### src/rtl/jtpang_pkg.sv
// Shared types and constants for the jtpang object DMA path.
// Used by jtpang_objdma and its bank sub-module.
package jtpang_pkg;

  typedef enum logic [1:0] {
    ST_IDLE = 2'd0,
    ST_REQ  = 2'd1,
    ST_COPY = 2'd2,
    ST_REL  = 2'd3
  } dma_st_t;

  // object table size in bytes
  localparam int OBJ_LEN  = 512;

  // object table start inside char VRAM
  localparam int OBJ_BASE = 0;

  function automatic logic rise(
    input logic cur,
    input logic last
  );
    return cur & ~last;
  endfunction

endpackage

### src/rtl/jtpang_objdma_bank.sv
// Object line buffer bank control: LVBL fall detector,
// swap request latch and the renderer read bank.
module jtpang_objdma_bank (
  input  logic clk,
  input  logic rst_n,
  input  logic cen,
  input  logic LVBL,
  input  logic busy,
  input  logic swap_set,
  output logic rd_bank
);

  logic lvbl_l;
  logic swap_pend;
  logic vb_fall;

  assign vb_fall = lvbl_l & ~LVBL;

  // swap banks at the first blank after a finished copy
  always_ff @(posedge clk or negedge rst_n) begin
    if (!rst_n) begin
      lvbl_l    <= 1'b0;
      swap_pend <= 1'b0;
      rd_bank   <= 1'b0;
    end else if (cen) begin
      lvbl_l <= LVBL;
      if (swap_set) begin
        swap_pend <= 1'b1;
      end else if (vb_fall && swap_pend && !busy) begin
        rd_bank   <= ~rd_bank;
        swap_pend <= 1'b0;
      end
    end
  end

endmodule

### src/rtl/jtpang_objdma.sv
// Sprite DMA sequencer: grabs the CPU bus and streams the object
// table from VRAM into the object line buffer. Macro: JTPANG_OBJDMA_PENDING_EN
module jtpang_objdma
  import jtpang_pkg::*;
#(
  parameter int LEN = OBJ_LEN,
  parameter int AW  = 9
)(
  input  logic          clk,
  input  logic          rst_n,
  input  logic          cen,
  input  logic          LVBL,
  input  logic          dma_go,
  input  logic          busak_n,
  output logic          busrq,
  output logic [AW-1:0] dma_addr,
  input  logic [7:0]    dma_din,
  output logic [AW:0]   buf_addr,
  output logic [7:0]    buf_din,
  output logic          buf_we,
  output logic          rd_bank,
  output logic          busy
);

  localparam logic [AW:0] LAST = (AW+1)'(LEN);

  dma_st_t       st;
  logic [AW:0]   cnt;
  logic [AW-1:0] idx_m1;
  logic          rd_vld;
  logic          go_l;
  logic          go_edge;
  logic          pend;
  logic          swap_set;

  assign go_edge  = rise(dma_go, go_l);
  assign idx_m1   = cnt[AW-1:0] - AW'(1);
  assign swap_set = (st == ST_REL);

`ifdef JTPANG_OBJDMA_PENDING_EN
  // one-deep memory of requests seen while busy
  always_ff @(posedge clk or negedge rst_n) begin
    if (!rst_n) begin
      pend <= 1'b0;
    end else if (cen) begin
      if (busy && go_edge) begin
        pend <= 1'b1;
      end else if (st == ST_IDLE) begin
        pend <= 1'b0;
      end
    end
  end
`else
  assign pend = 1'b0;
`endif

  // bus handshake and overlapped read/write copy sequencer
  always_ff @(posedge clk or negedge rst_n) begin
    if (!rst_n) begin
      st       <= ST_IDLE;
      go_l     <= 1'b0;
      busrq    <= 1'b0;
      busy     <= 1'b0;
      cnt      <= '0;
      rd_vld   <= 1'b0;
      dma_addr <= '0;
      buf_addr <= '0;
      buf_din  <= '0;
      buf_we   <= 1'b0;
    end else if (cen) begin
      go_l   <= dma_go;
      buf_we <= 1'b0;
      unique case (st)
        ST_IDLE: begin
          if (go_edge || pend) begin
            st     <= ST_REQ;
            busrq  <= 1'b1;
            busy   <= 1'b1;
            cnt    <= '0;
            rd_vld <= 1'b0;
          end
        end
        ST_REQ: begin
          if (!busak_n) begin
            st <= ST_COPY;
          end
        end
        ST_COPY: begin
          if (busak_n) begin
            // bus lost: drop the read in flight, reissue it later
            rd_vld <= 1'b0;
            if (rd_vld) begin
              cnt <= cnt - (AW+1)'(1);
            end
          end else begin
            buf_we <= rd_vld;
            if (rd_vld) begin
              buf_addr <= {~rd_bank, idx_m1};
              buf_din  <= dma_din;
            end
            if (cnt < LAST) begin
              dma_addr <= AW'(OBJ_BASE) + cnt[AW-1:0];
              cnt      <= cnt + (AW+1)'(1);
              rd_vld   <= 1'b1;
            end else begin
              rd_vld <= 1'b0;
              st     <= ST_REL;
            end
          end
        end
        ST_REL: begin
          busrq <= 1'b0;
          if (busak_n) begin
            busy <= 1'b0;
            st   <= ST_IDLE;
          end
        end
        default: st <= ST_IDLE;
      endcase
    end
  end

  jtpang_objdma_bank u_bank (
    .clk      (clk),
    .rst_n    (rst_n),
    .cen      (cen),
    .LVBL     (LVBL),
    .busy     (busy),
    .swap_set (swap_set),
    .rd_bank  (rd_bank)
  );

endmodule
### config.mk
export PLATFORM = sky130hd
export DESIGN_NAME = jtpang_objdma
export DESIGN_NICKNAME = d
export VERILOG_FILES = /design/src/rtl/jtpang_pkg.sv /design/src/rtl/jtpang_objdma_bank.sv /design/src/rtl/jtpang_objdma.sv
export SDC_FILE = /design/constraint.sdc
export NUM_CORES = 1
export LEC_CHECK = 0
export CAP_MARGIN = 25
export CORE_MARGIN = 2
export CORE_UTILIZATION = 47
export CTS_CLUSTER_DIAMETER = 50
export DETAILED_ROUTE_END_ITERATION = 10
export PLACE_DENSITY = 0.76
export SYNTH_ARGS = -nofsm -noshare
export SYNTH_HDL_FRONTEND = slang
export SYNTH_SLANG_ARGS = --single-unit
export TNS_END_PERCENT = 5
### constraint.sdc
create_clock -name clk -period 2.17 [get_ports clk]
set_clock_uncertainty 0.2 [all_clocks]
set_input_delay 0.434 -clock clk [delete_from_list [all_inputs] [get_ports clk]]
set_output_delay 0.434 -clock clk [all_outputs]
set_load 0.005 [all_outputs]
Word-level counts from Yosys, hierarchy flattened:

Index checks and enable logic that the tools add are counted.

* bitwise logic cells: 7
* reductions and logical operators: 16
* div/mod/pow operators: 0
* $add $sub $neg: 3
* equality and inequality tests: 10
* multipliers: 0
* shift-type cells: 0
* mux-type cells: 23
* order comparisons: 1

Operator list (number)
* $mux 10: 4
* $pmux 10 s2: 1
* $reduce_and 4->1: 3
* $add 10x1->10 const B: 1
* $lt 10x10->1 const B: 1
* $mux 2: 5
* $ne 2x2->1 const B: 5
* $sub 10x1->10 const B: 1
* $mux 1: 9
* $reduce_and 3->1: 3
* $sub 9x1->9 const B: 1
* $pmux 2 s4: 1
* $ne 3x3->1 const B: 2
* $pmux 1 s2: 3
* $reduce_and 6->1: 1
* $reduce_bool 2->1: 3
* $not 1->1: 5
* $reduce_and 5->1: 1
* $eq 2x2->1 const B: 2
* $and 1x1->1: 2
* $eq 2x1->1 const B: 1
* $logic_and 1x1->1: 2
* $logic_not 2->1: 1
* $reduce_and 2->1: 1
* $logic_not 1->1: 1

* bits in read-only memories: 0
* logic and storage cells: 73
* bits in latches: 0
* memories: 0
* output and inout bits: 31
* bits in writable memories: 0
* input bits: 14
* flip-flop bits (word level): 47

Depth between registers and ports, before layout:

* word-level depth: 6
* mapped depth: 9
* gate-level depth less buffers: 7

Modules after synthesis:

A second synthesis with hierarchy kept.

* cells, all modules: 219
* area, all modules: 2394.8 µm²

By module, submodules not included
* jtpang_objdma: times used 1, area an instance 2267.2 µm², cells an instance 209, sequential area each 1101.1 µm²
* jtpang_objdma_bank: times used 1, area an instance 127.6 µm², cells an instance 10, sequential area each 75.1 µm²

Worst setup path before layout:

No wires, ideal clock.

* kind: input -> register
* start point: in busak_n
* end point: reg cnt[8]
* arrival: 1.741 ns
* stages on the path: 7
* path buffers: 0
* setup time: 0.110 ns
* slack: 0.119 ns
* data required time: 1.860 ns
* path through: inv_2 -> fa_1 -> and2b_1 -> o21ai_2 -> a211oi_1 -> nor3_1 -> o41ai_1

* cells in the longest elaborated chain, start to end: 2
* elaborated cells between the ends (all ways): 5
* those cells by class: eq/ne: 2; mux: 2; reduce/logical: 1

RTL lines
* from (decl): line jtpang_objdma.sv:14 `input logic busak_n,`
* $ne 3x3->1 (no source line) / $mux 10 (equally long branches)
* $reduce_and 5->1 (no source line) / $pmux 10 s2 (equally long branches)
* to (signal assigned): line jtpang_objdma.sv:93 `cnt <= cnt - (AW+1)'(1);`
* to (signal assigned): line jtpang_objdma.sv:103 `cnt <= cnt + (AW+1)'(1);`
* to (decl): line jtpang_objdma.sv:28 `logic [AW:0] cnt;`

Several ways; a longest one is shown, not always the timed one.
A chain may end at the register's enable or synchronous reset.

Worst setup path in the final report:

* start point: in busak_n
* end point: reg cnt[6]

Same word-level chain as after synthesis.

==> flow_metrics.py <==
metrics = {
    "run": {
        "maxCapViolCount": 0,
    },
    "grt": {
        "antenna_found_initial": 0,
        "use_met2": 0.322,
        "grt_max_degree": 48,
        "grt.busiest_layer": "met2",
        "grt_pass1_wl_mm": 8.85,
        "grt_pass1_vias": 1916,
        "grt_overflow_total": 0,
        "grt_usage": 0.187,
        "met1_usage": 0.226,
        "grt_use_met3": 0.0403,
    },
    "clocking": {
        "cts.sinks": 47,
        "cts-buffers-inserted": 5,
        "cts-root-buf": "clkbuf_8",
        "clk_pin_slew_ps": 90,
        "cts.htree.levels": 2,
        "cts_tree": "yes",
        "cts-hold-fix-buffers": 0,
        "clockBufferDepth": 2,
        "clock_latency_ps": 300,
    },
    "floorplan": {
        "die_h_um": 76.2,
        "num_rows": 26,
        "fp.dieW_um": 76.2,
        "initial_core_util": 0.483,
        "dieArea_um2": 5810,
        "ios": 45,
        "core-area_um2": 5070,
    },
    "critical_path": {
        "path_cells": "dlygate4sd2_1 > buf_6 > ha_1 > and2b_1 > o21ai_2 > a21oi_1 > or4_1 > o211ai_2",
        "crit_path_top_delay_cell": "or4_1",
        "reg2reg_slack_ps": 150,
        "endpoint_kind": "flip-flop",
        "start_kind": "input port",
        "path_class": "in -> reg",
        "worstPathRequired_ps": 2200,
        "max_stage_delay_ps": 430,
        "crit_path_max_fanout": 9,
        "crit_arrival_ps": 2140,
    },
    "yosys": {
        "synth_nets": 254,
        "synth.cell_area_um2": 2450,
        "ys_ff_latch": 47,
        "synth_top_area_cell": "dfrtp_1",
        "synth_cell_types": 40,
        "postSynth.asyncResetShare": 1.00,
        "synthFlopType": "dfrtp_1",
        "synth_top_area_frac": 0.480,
        "synth_cells": 224,
        "yosysSeqAreaShare": 0.480,
        "yosys_warnings": 0,
        "synth-edff-count": 0,
        "synthTopCellsByArea": "dfrtp_1, mux2_2, ha_1, nand2_1, o21ai_0",
        "syn_area_per_cell_um2": 10.9,
    },
    "sta": {
        "clock.fmax_mhz": 474,
        "min_period_ps": 2110,
        "finalCritPeriodShare": 0.971,
        "finalSetupViolCount": 0,
        "hold_ws_ps": 15.1,
        "maxSlewViolCount": 0,
        "hold_violations": 0,
        "slew_headroom": 0.608,
        "worst_pin_slew_ps": 588,
        "rsz0062_at_grt": "false",
    },
    "min_path": {
        "holdCritPathClass": "in -> async",
    },
    "cells_and_area": {
        "syn2layout_area_growth_pct": 37.4,
        "finalNetCount": 333,
        "layout.cells.non_filler": 374,
        "num_antenna_cells": 0,
        "drive_gt1_frac": 0.266,
    },
    "place": {
        "placed_cells": 366,
        "dp_hpwl_mm": 3.77,
        "port_buffers": 44,
        "place_congestion": 0.860,
    },
    "route": {
        "wl_per_cell_um": 13.5,
        "routed_wl_mm": 5.06,
        "drc": 0,
        "viasPerCell": 5.18,
        "drt_iter0_markers": 51,
        "num_vias": 1936,
        "dr.pass1.iters": 4,
        "ant_nets": 0,
    },
    "power": {
        "peakVddDrop_mv": 0.473,
        "leakagePower_nw": 1.61,
        "total_power_w": 0.00456,
        "power_density_nw_per_um2": 1350,
    },
    "run_status": {
        "status": "finished, final reports clean",
    },
}
==> cells in the mapped netlist (all sizes together) (3+ instances only) <==
cell   count
a21o       6
o41ai      3
dfrtp     47
mux2      20
xor2       4
or3        3
nor2b      3
o21ai     22
ha        15
inv       12
a21oi      9
nor2      10
o31ai      3
nand2     31
xnor2      6
o21a       3
nor3       4
buf        4
==> critical path: cells and delay by family <==
kind	cells	cell delay (ps)
AOI/OAI and AO/OA	3	360
and+or+nand+nor	2	620
adders and majority gates	1	300
buffers and inverters	2	420
==> per-stage QoR <==
| stage | setup WS (ps) | cell area [µm²] | setup TNS (ps) | util |
|---|---|---|---|---|
| after global routing | 0.825 | 3370 | 0 | 0.663 |
| after CTS | 46.5 | 3350 | 0 | 0.660 |
| after floorplan | 119 | 2450 | 0 | - |
| after detailed placement | -543 | 3210 | -4470 | 0.632 |
| after global placement | -481 | 3210 | -4150 | 0.632 |
| final | 62.1 | 3370 | 0 | 0.663 |
==> metal layers <==
layer / share of wire / wire length (µm) / up-vias
met3: 0.044 / 224 / 7
met2: 0.51 / 2580 / 44
li1: - / - / 948
met4: 0.020 / 99 / 0
met5: 0 / 0 / -
met1: 0.43 / 2150 / 937
==> power by group <==
group | switching [W] | leakage [nW] | internal (W)
Combinational | 0.00105 | 0.939 | 0.00134
Sequential | 0.000212 | 0.609 | 0.00122
Clock | 0.000292 | 0.0644 | 0.000459
Total | 0.00155 | 1.61 | 0.00301
==> sequential cells by signal, indices dropped and copies added (netlist names) <==
signal	cells
busrq	1
u_bank.rd_bank	1
buf_din	8
dma_addr	9
go_l	1
cnt	10
rd_vld	1
buf_we	1
buf_addr	10
busy	1
u_bank.lvbl_l	1
st	2
u_bank.swap_pend	1
==> repair_timing <==
action	4_1_cts	5_1_grt
pin swaps	2	1
gates resized for setup	3	4
endpoints found under the hold margin	0	0
setup endpoints to repair	5	4
setup buffers	0	0
==> layout by cell type (no fill, tap or decap), drive strengths merged <==
cell           Yosys  final
nor4bb             1      1
clkbuf             2      5
nor3               4      4
nor2              10     10
nand4              2      2
mux2              20     20
or3                3      3
o211ai             2      2
a21o               6      6
o21a               3      3
buf                4     35
o21ai             22     22
dlygate4sd2        0      1
o41ai              3      3
fa                 1      1
inv               12     12
mux2i              1      1
xor2               4      4
dfrtp             47     47
nor4               1      1
clkdlybuf4s50      0     42
bufinv             0      2
a21oi              9      9
nand2             31     31
a211oi             2      2
o31ai              3      3
nor3b              1      1
clkinvlp           0      1
ha                15     15
or4                2      2
a22o               1      1
nor2b              3      3
and2b              1      1
and3               1      1
xnor2              6      6
nand4b             1      1
==> cell families (layout without fill, tap and decap cells) <==
family	Yosys count	count (layout)	share of synthesized area
buf+inv	18	98	0.0332
simple gates	61	61	0.135
compound gates	51	51	0.135
flops	47	47	0.480
xor+xnor	10	10	0.0357
fa+ha+maj	16	16	0.0847
mux	21	21	0.0960
==> final timing paths <==
| path | start | to | cells after the start |
|---|---|---|---|
| setup / recovery | busak_n | cnt[6] | 8 |
| hold / removal | rst_n | dma_addr[3] | 2 |
| setup reg to reg | st[0] | cnt[6] | 6 |
| hold reg to reg | buf_addr[9] | buf_addr[9] | 2 |
| max in group asynchronous | rst_n | dma_addr[1] | 2 |
| min in group clk | buf_addr[9] | buf_addr[9] | 2 |
==> cell type report <==
type / count / area (µm²)
fill: 405 / 1710
multi-input combinational: 159 / 1220
sequential: 47 / 1180
timing repair buffer: 78 / 706
tap: 70 / 87.6
clock buffer: 5 / 68.8
clock inverter: 3 / 67.6
inverter: 12 / 45.0
(Power assumes the default switching activity.)
